[config.mk]
export PLATFORM = sky130hd
export DESIGN_NAME = nbit_seq_multiplier
export DESIGN_NICKNAME = d
export VERILOG_FILES = /design/src/rtl/nbit_mult_pkg.sv /design/src/rtl/mult_step_cell.sv /design/src/rtl/nbit_seq_multiplier.sv
export SDC_FILE = /design/constraint.sdc
export NUM_CORES = 1
export LEC_CHECK = 0
export ABC_AREA = 0
export ABC_CLOCK_PERIOD_IN_PS = 3400
export CAP_MARGIN = 20
export CORE_ASPECT_RATIO = 0.9
export CORE_MARGIN = 5
export CORE_UTILIZATION = 45
export DETAILED_ROUTE_END_ITERATION = 10
export GPL_TIMING_DRIVEN = 0
export HOLD_SLACK_MARGIN = 0.03
export PLACE_DENSITY = 0.81
export SYNTH_ARGS = -nofsm -noshare
export SYNTH_HDL_FRONTEND = slang
export SYNTH_SLANG_ARGS = --single-unit
export TNS_END_PERCENT = 5
[constraint.sdc]
create_clock -name clock -period 3.4 [get_ports clock]
set_clock_uncertainty 0.15 [all_clocks]
set_input_delay 0.68 -clock clock [delete_from_list [all_inputs] [get_ports clock]]
set_output_delay 0.68 -clock clock [all_outputs]
set_load 0.02 [all_outputs]
[src/rtl/nbit_mult_pkg.sv]
// Shared types and constants for the sequential shift-add / Booth multiplier.
package nbit_mult_pkg;

  typedef enum logic [1:0] {
    StIdle,
    StRun,
    StDone
  } state_e;

  // Booth pair {Q[0], q(-1)}; 2'b11 is also a no-op
  localparam logic [1:0] BOOTH_NOP = 2'b00;
  localparam logic [1:0] BOOTH_ADD = 2'b01;
  localparam logic [1:0] BOOTH_SUB = 2'b10;

  // Bits needed to hold values 0..value-1, never less than 1
  function automatic int unsigned clog2(input int unsigned value);
    int unsigned bits;
    bits = 0;
    for (int unsigned v = value - 1; v > 0; v = v >> 1) begin
      bits++;
    end
    return (bits == 0) ? 1 : bits;
  endfunction

endpackage

[src/rtl/mult_step_cell.sv]
// One multiplier iteration: add/sub/nop of M into A, then right shift of {A, Q, q(-1)}.
module mult_step_cell
  import nbit_mult_pkg::*;
#(
  parameter int unsigned WIDTH     = 8,
  parameter bit          SIGNED_EN = 1'b1
) (
  input  logic [WIDTH-1:0] acc,
  input  logic [WIDTH-1:0] qReg,
  input  logic             qm1,
  input  logic [WIDTH-1:0] mcand,
  input  logic             signedMode,
  output logic [WIDTH-1:0] accNext,
  output logic [WIDTH-1:0] qNext,
  output logic             qm1Next
);

  // Sum carries one extra bit: the carry (unsigned) or the sign (Booth)
  logic [WIDTH:0] sum;

  if (SIGNED_EN) begin : gBooth
    logic [1:0]     pair;
    logic [1:0]     op;
    logic [WIDTH:0] aExt;
    logic [WIDTH:0] mExt;

    always_comb begin
      pair = {qReg[0], qm1};
      aExt = {signedMode & acc[WIDTH-1], acc};
      mExt = {signedMode & mcand[WIDTH-1], mcand};
      op   = BOOTH_NOP;
      if (signedMode) begin
        if (pair == BOOTH_ADD || pair == BOOTH_SUB) op = pair;
      end else if (qReg[0]) begin
        op = BOOTH_ADD;
      end
      case (op)
        BOOTH_ADD: sum = aExt + mExt;
        BOOTH_SUB: sum = aExt - mExt;
        default:   sum = aExt;
      endcase
    end
  end else begin : gShiftAdd
    assign sum = qReg[0] ? ({1'b0, acc} + {1'b0, mcand}) : {1'b0, acc};
  end

  // The top sum bit is the shift-in for both logical (carry) and arithmetic (sign) shifts
  assign accNext = sum[WIDTH:1];
  assign qNext   = {sum[0], qReg[WIDTH-1:1]};
  assign qm1Next = qReg[0];

endmodule

[src/rtl/nbit_seq_multiplier.sv]
// Sequential N-bit multiplier: one shift-add or Booth step per clock, WIDTH cycles per product.
module nbit_seq_multiplier
  import nbit_mult_pkg::*;
#(
  parameter int unsigned WIDTH     = 8,
  parameter bit          SIGNED_EN = 1'b1
) (
  input  logic               clock,
  input  logic               reset,
  input  logic               start,
  input  logic [WIDTH-1:0]   multiplicand,
  input  logic [WIDTH-1:0]   multiplier,
  input  logic               signedMode,
  output logic               ready,
  output logic               busy,
  output logic               resultValid,
  input  logic               resultReady,
  output logic [2*WIDTH-1:0] product
);

  localparam int unsigned     CntW    = clog2(WIDTH);
  localparam logic [CntW-1:0] LastCnt = CntW'(WIDTH - 1);

  state_e             stateQ, stateD;
  logic [CntW-1:0]    cntQ;
  logic [WIDTH-1:0]   accQ, qRegQ, mcandQ;
  logic               qm1Q, modeQ;
  logic [2*WIDTH-1:0] productQ;

  logic [WIDTH-1:0]   accNext, qNext;
  logic               qm1Next;
  logic               accept;

  assign accept = start & ready;

  always_ff @(posedge clock or posedge reset) begin
    if (reset) begin
      stateQ <= StIdle;
    end else begin
      stateQ <= stateD;
    end
  end

  always_comb begin
    stateD = stateQ;
    unique case (stateQ)
      StIdle: if (accept) stateD = StRun;
      StRun:  if (cntQ == '0) stateD = StDone;
      // Consuming with start pending reloads immediately, no idle bubble
      StDone: if (resultReady) stateD = start ? StRun : StIdle;
      default: stateD = StIdle;
    endcase
  end

  always_comb begin
    ready       = 1'b0;
    busy        = 1'b0;
    resultValid = 1'b0;
    unique case (stateQ)
      StIdle: ready = 1'b1;
      StRun:  busy = 1'b1;
      StDone: begin
        resultValid = 1'b1;
        ready       = resultReady;
      end
      default: ;
    endcase
  end

  always_ff @(posedge clock or posedge reset) begin
    if (reset) begin
      cntQ     <= '0;
      accQ     <= '0;
      qRegQ    <= '0;
      mcandQ   <= '0;
      qm1Q     <= 1'b0;
      modeQ    <= 1'b0;
      productQ <= '0;
    end else if (accept) begin
      cntQ   <= LastCnt;
      accQ   <= '0;
      qRegQ  <= multiplier;
      mcandQ <= multiplicand;
      qm1Q   <= 1'b0;
      modeQ  <= signedMode & SIGNED_EN;
    end else if (stateQ == StRun) begin
      accQ  <= accNext;
      qRegQ <= qNext;
      qm1Q  <= qm1Next;
      if (cntQ == '0) begin
        productQ <= {accNext, qNext};
      end else begin
        cntQ <= cntQ - 1'b1;
      end
    end
  end

  mult_step_cell #(
    .WIDTH     (WIDTH),
    .SIGNED_EN (SIGNED_EN)
  ) uStep (
    .acc        (accQ),
    .qReg       (qRegQ),
    .qm1        (qm1Q),
    .mcand      (mcandQ),
    .signedMode (modeQ),
    .accNext    (accNext),
    .qNext      (qNext),
    .qm1Next    (qm1Next)
  );

  assign product = productQ;

endmodule

==> results.cfg <==
[clocking]
clk_pin_slew_worst_paths_ns = 0.09
cts_hold_buf = 0
clockBufferDepth = 2
cts_made_buffers = 5
cts_tree = built
htreeDepth = 2
clk_latency_ns = 0.30
cts_sinks = 47
root_buffer = clkbuf_8

[layout]
fin_nets = 375
layout_common_cells = nand2_1, dfrtp_1, clkdlybuf4s50_1
fillers = 497
finalNonFillerCells = 412
finalInstanceArea_sq_mm = 0.00321
diodes = 0
layout_commonest_cell = nand2_1
ff_latch_area_sq_mm = 0.00118
drive_above_1_share_pct = 6.73
area_delta_synth_final_pct = 24.5
multi_input_area_sq_mm = 0.00133

[critical_path]
crit_type = reg -> reg
critPathLaunchType = flip-flop
cp-end-kind = flip-flop
critPathMaxFanout = 9
critPathRequiredTime_ns = 3.48
worstPathArrival_ns = 3.25

[place]
gp_congestion = 0.911
dpl_cell_area_sq_mm = 0.00308
dp.cells = 404
numPortBuffers = 39
dp_worst_setup_slack_ns = -0.00547
dp_hpwl_mm = 4.20

[logic_synthesis]
synth-seq-cells = 47
synthCells = 294
yosysWarnings = 0
synth_edf_count = 0
ys_types = 46
syn_nets = 328
syn_area_sq_mm = 0.00258
ys.flop_type = dfrtp_1
syn_area_per_cell_sq_um = 8.77
synthArstFlopShare_pct = 100
synth_seq_area_share_pct = 45.6

[route]
routedWlPerCell_microns = 13.6
ant_nets = 0
routed_wl_mm = 5.59
dr.pass1.iters = 5
vias = 2179
drc = 0
drt_iter0_markers = 134
viasPerCell = 5.29

[sta]
slew_headroom_pct = 53.4
rsz0062_at_grt = no
setup_ws_ns = 0.229
finalMaxSlewViolations = 0
finalSetupViolCount = 0
worst_hold_slack_ns = 0.331
fmax_ghz = 0.315
finalSetupTns_ns = 0
min_period_over_period_pct = 93.3
worst_pin_slew_ns = 0.696
hold_viol = 0
fin_crit_ns = 3.17

[global_route]
grt_usage_pct = 15.3
grt_start_max_net_pins = 37
grt_pass1_wl_mm = 9.43
overflow = 0
grt_pass1_vias = 2120
antenna_found_initial = 0

[power]
switching_power_w = 0.00172
sequentialPowerShare_pct = 27.6
p_sw_share_pct = 45.2
p_comb_share_pct = 61.5
powerDensity_mw_per_mm2 = 1190
vdd_drop_max_v = 0.000506
p_leak_nw = 1.48
p_int_w = 0.00209
pwr-share-clk_pct = 10.9

[floorplan]
dieArea_sq_mm = 0.00735
num_rows = 26
start_util_pct = 45.8
die_w_microns = 89.8
die-height_microns = 81.8
core-area_sq_mm = 0.00563
io_pins = 40

[run]
max_cap_viol_count = 0

[hold_path]
hp-class = reg -> reg

[status]
status = finished, final reports clean
Yosys cell counts (all sizes together), types with 4 or more instances:
cell,n,share of area [%]
a21o,4,1.2
a21oi,13,2.5
a22oi,7,2.0
clkbuf,12,1.7
dfrtp,47,46
ha,12,5.8
inv,9,1.3
mux2i,6,2.3
nand2,83,12
nand3,8,1.6
nor2,20,2.9
nor3,5,0.97
o21ai,19,3.7
xnor2,11,3.7
cells by family (layout without fill, tap and decap cells):
logic type	count (synthesis)	count (layout)	share of synthesized area (%)
and+or+nand+nor	131	131	21.8
AOI/OAI and AO/OA	61	61	15.8
DFF	47	47	45.6
buffers and inverters	23	71	3.40
adders and majority gates	13	13	6.60
xor gates and xnor gates	12	12	4.08
muxes	7	7	2.77
registers in the layout, summed over array words and instances (netlist names):
register and cells:
accQ 8, cntQ 3, mcandQ 8, modeQ 1
product 16, qRegQ 8, qm1Q 1, stateQ 2
per-layer routing:
| metal | wire, microns | vias up | share of wire, % | track usage, % |
|---|---|---|---|---|
| li1 | - | 1096 | - | - |
| met1 | 2590 | 1026 | 46 | 20.2 |
| met2 | 2630 | 51 | 47 | 25.7 |
| met3 | 311 | 6 | 5.6 | 3.66 |
| met4 | 68 | 0 | 1.2 | 3.47 |
| met5 | 0 | - | 0 | 0 |
power by group through the flow:
stage	Sequential (W)	Combinational [W]	Clock, W
6_report	0.00105	0.00234	0.000416
5_1_grt	0.00108	0.00266	0.000444
4_1_cts	0.00105	0.00229	0.000420
3_5_place_dp	0.00106	0.00226	0
3_3_place_gp	0.00104	0.00218	0
2_1_floorplan	0.00111	0.00159	0
what timing repair did:
action / CTS / global route
buffers inserted: 0 / 1
resized for setup: 1 / 5
pin swaps: 0 / 2
endpoints found under the setup margin: 1 / 3
worst max-delay path: stages, from the launching register on:
cell	delay, ns
dfrtp_2	0.45
nand2_1	0.07
mux2_2	0.26
ha_1	0.33
mux2i_2	0.24
fa_2	0.42
a211oi_2	0.31
o211ai_1	0.14
nand2_1	0.15
xnor2_1	0.10
or3_1	0.31
a31oi_1	0.16
path summary, 6_finish.rpt:
kind | startpoint | end | slack [ns] | cells past startpoint
min in group asynchronous | reset | product[5] | 0.47 | 2
worst max register to register | modeQ | product[15] | 0.23 | 11
worst min-delay path | product[11] | product[11] | 0.33 | 2
max in group asynchronous | reset | modeQ | 2.16 | 3
worst max-delay path | modeQ | product[15] | 0.23 | 11
worst min register to register | product[11] | product[11] | 0.33 | 2
through the flow:
stage               utilization (%)  power (W)
floorplan                         -    0.00270
global placement               54.3    0.00322
detailed placement             54.7    0.00332
CTS                            56.8    0.00375
global route                   57.0    0.00418
finish                         57.0    0.00381
area by class of cell:
type / instances / area share, %
inverters: 10 / 1.17
clock buffers: 5 / 2.14
well taps: 70 / 2.73
flip-flops and latches: 47 / 36.7
multi-input cells: 224 / 41.4
repair buffers: 41 / 13.0
clock inverters: 3 / 1.44
plain buffers: 12 / 1.44
No activity file was read; power rests on OpenSTA's default activity.
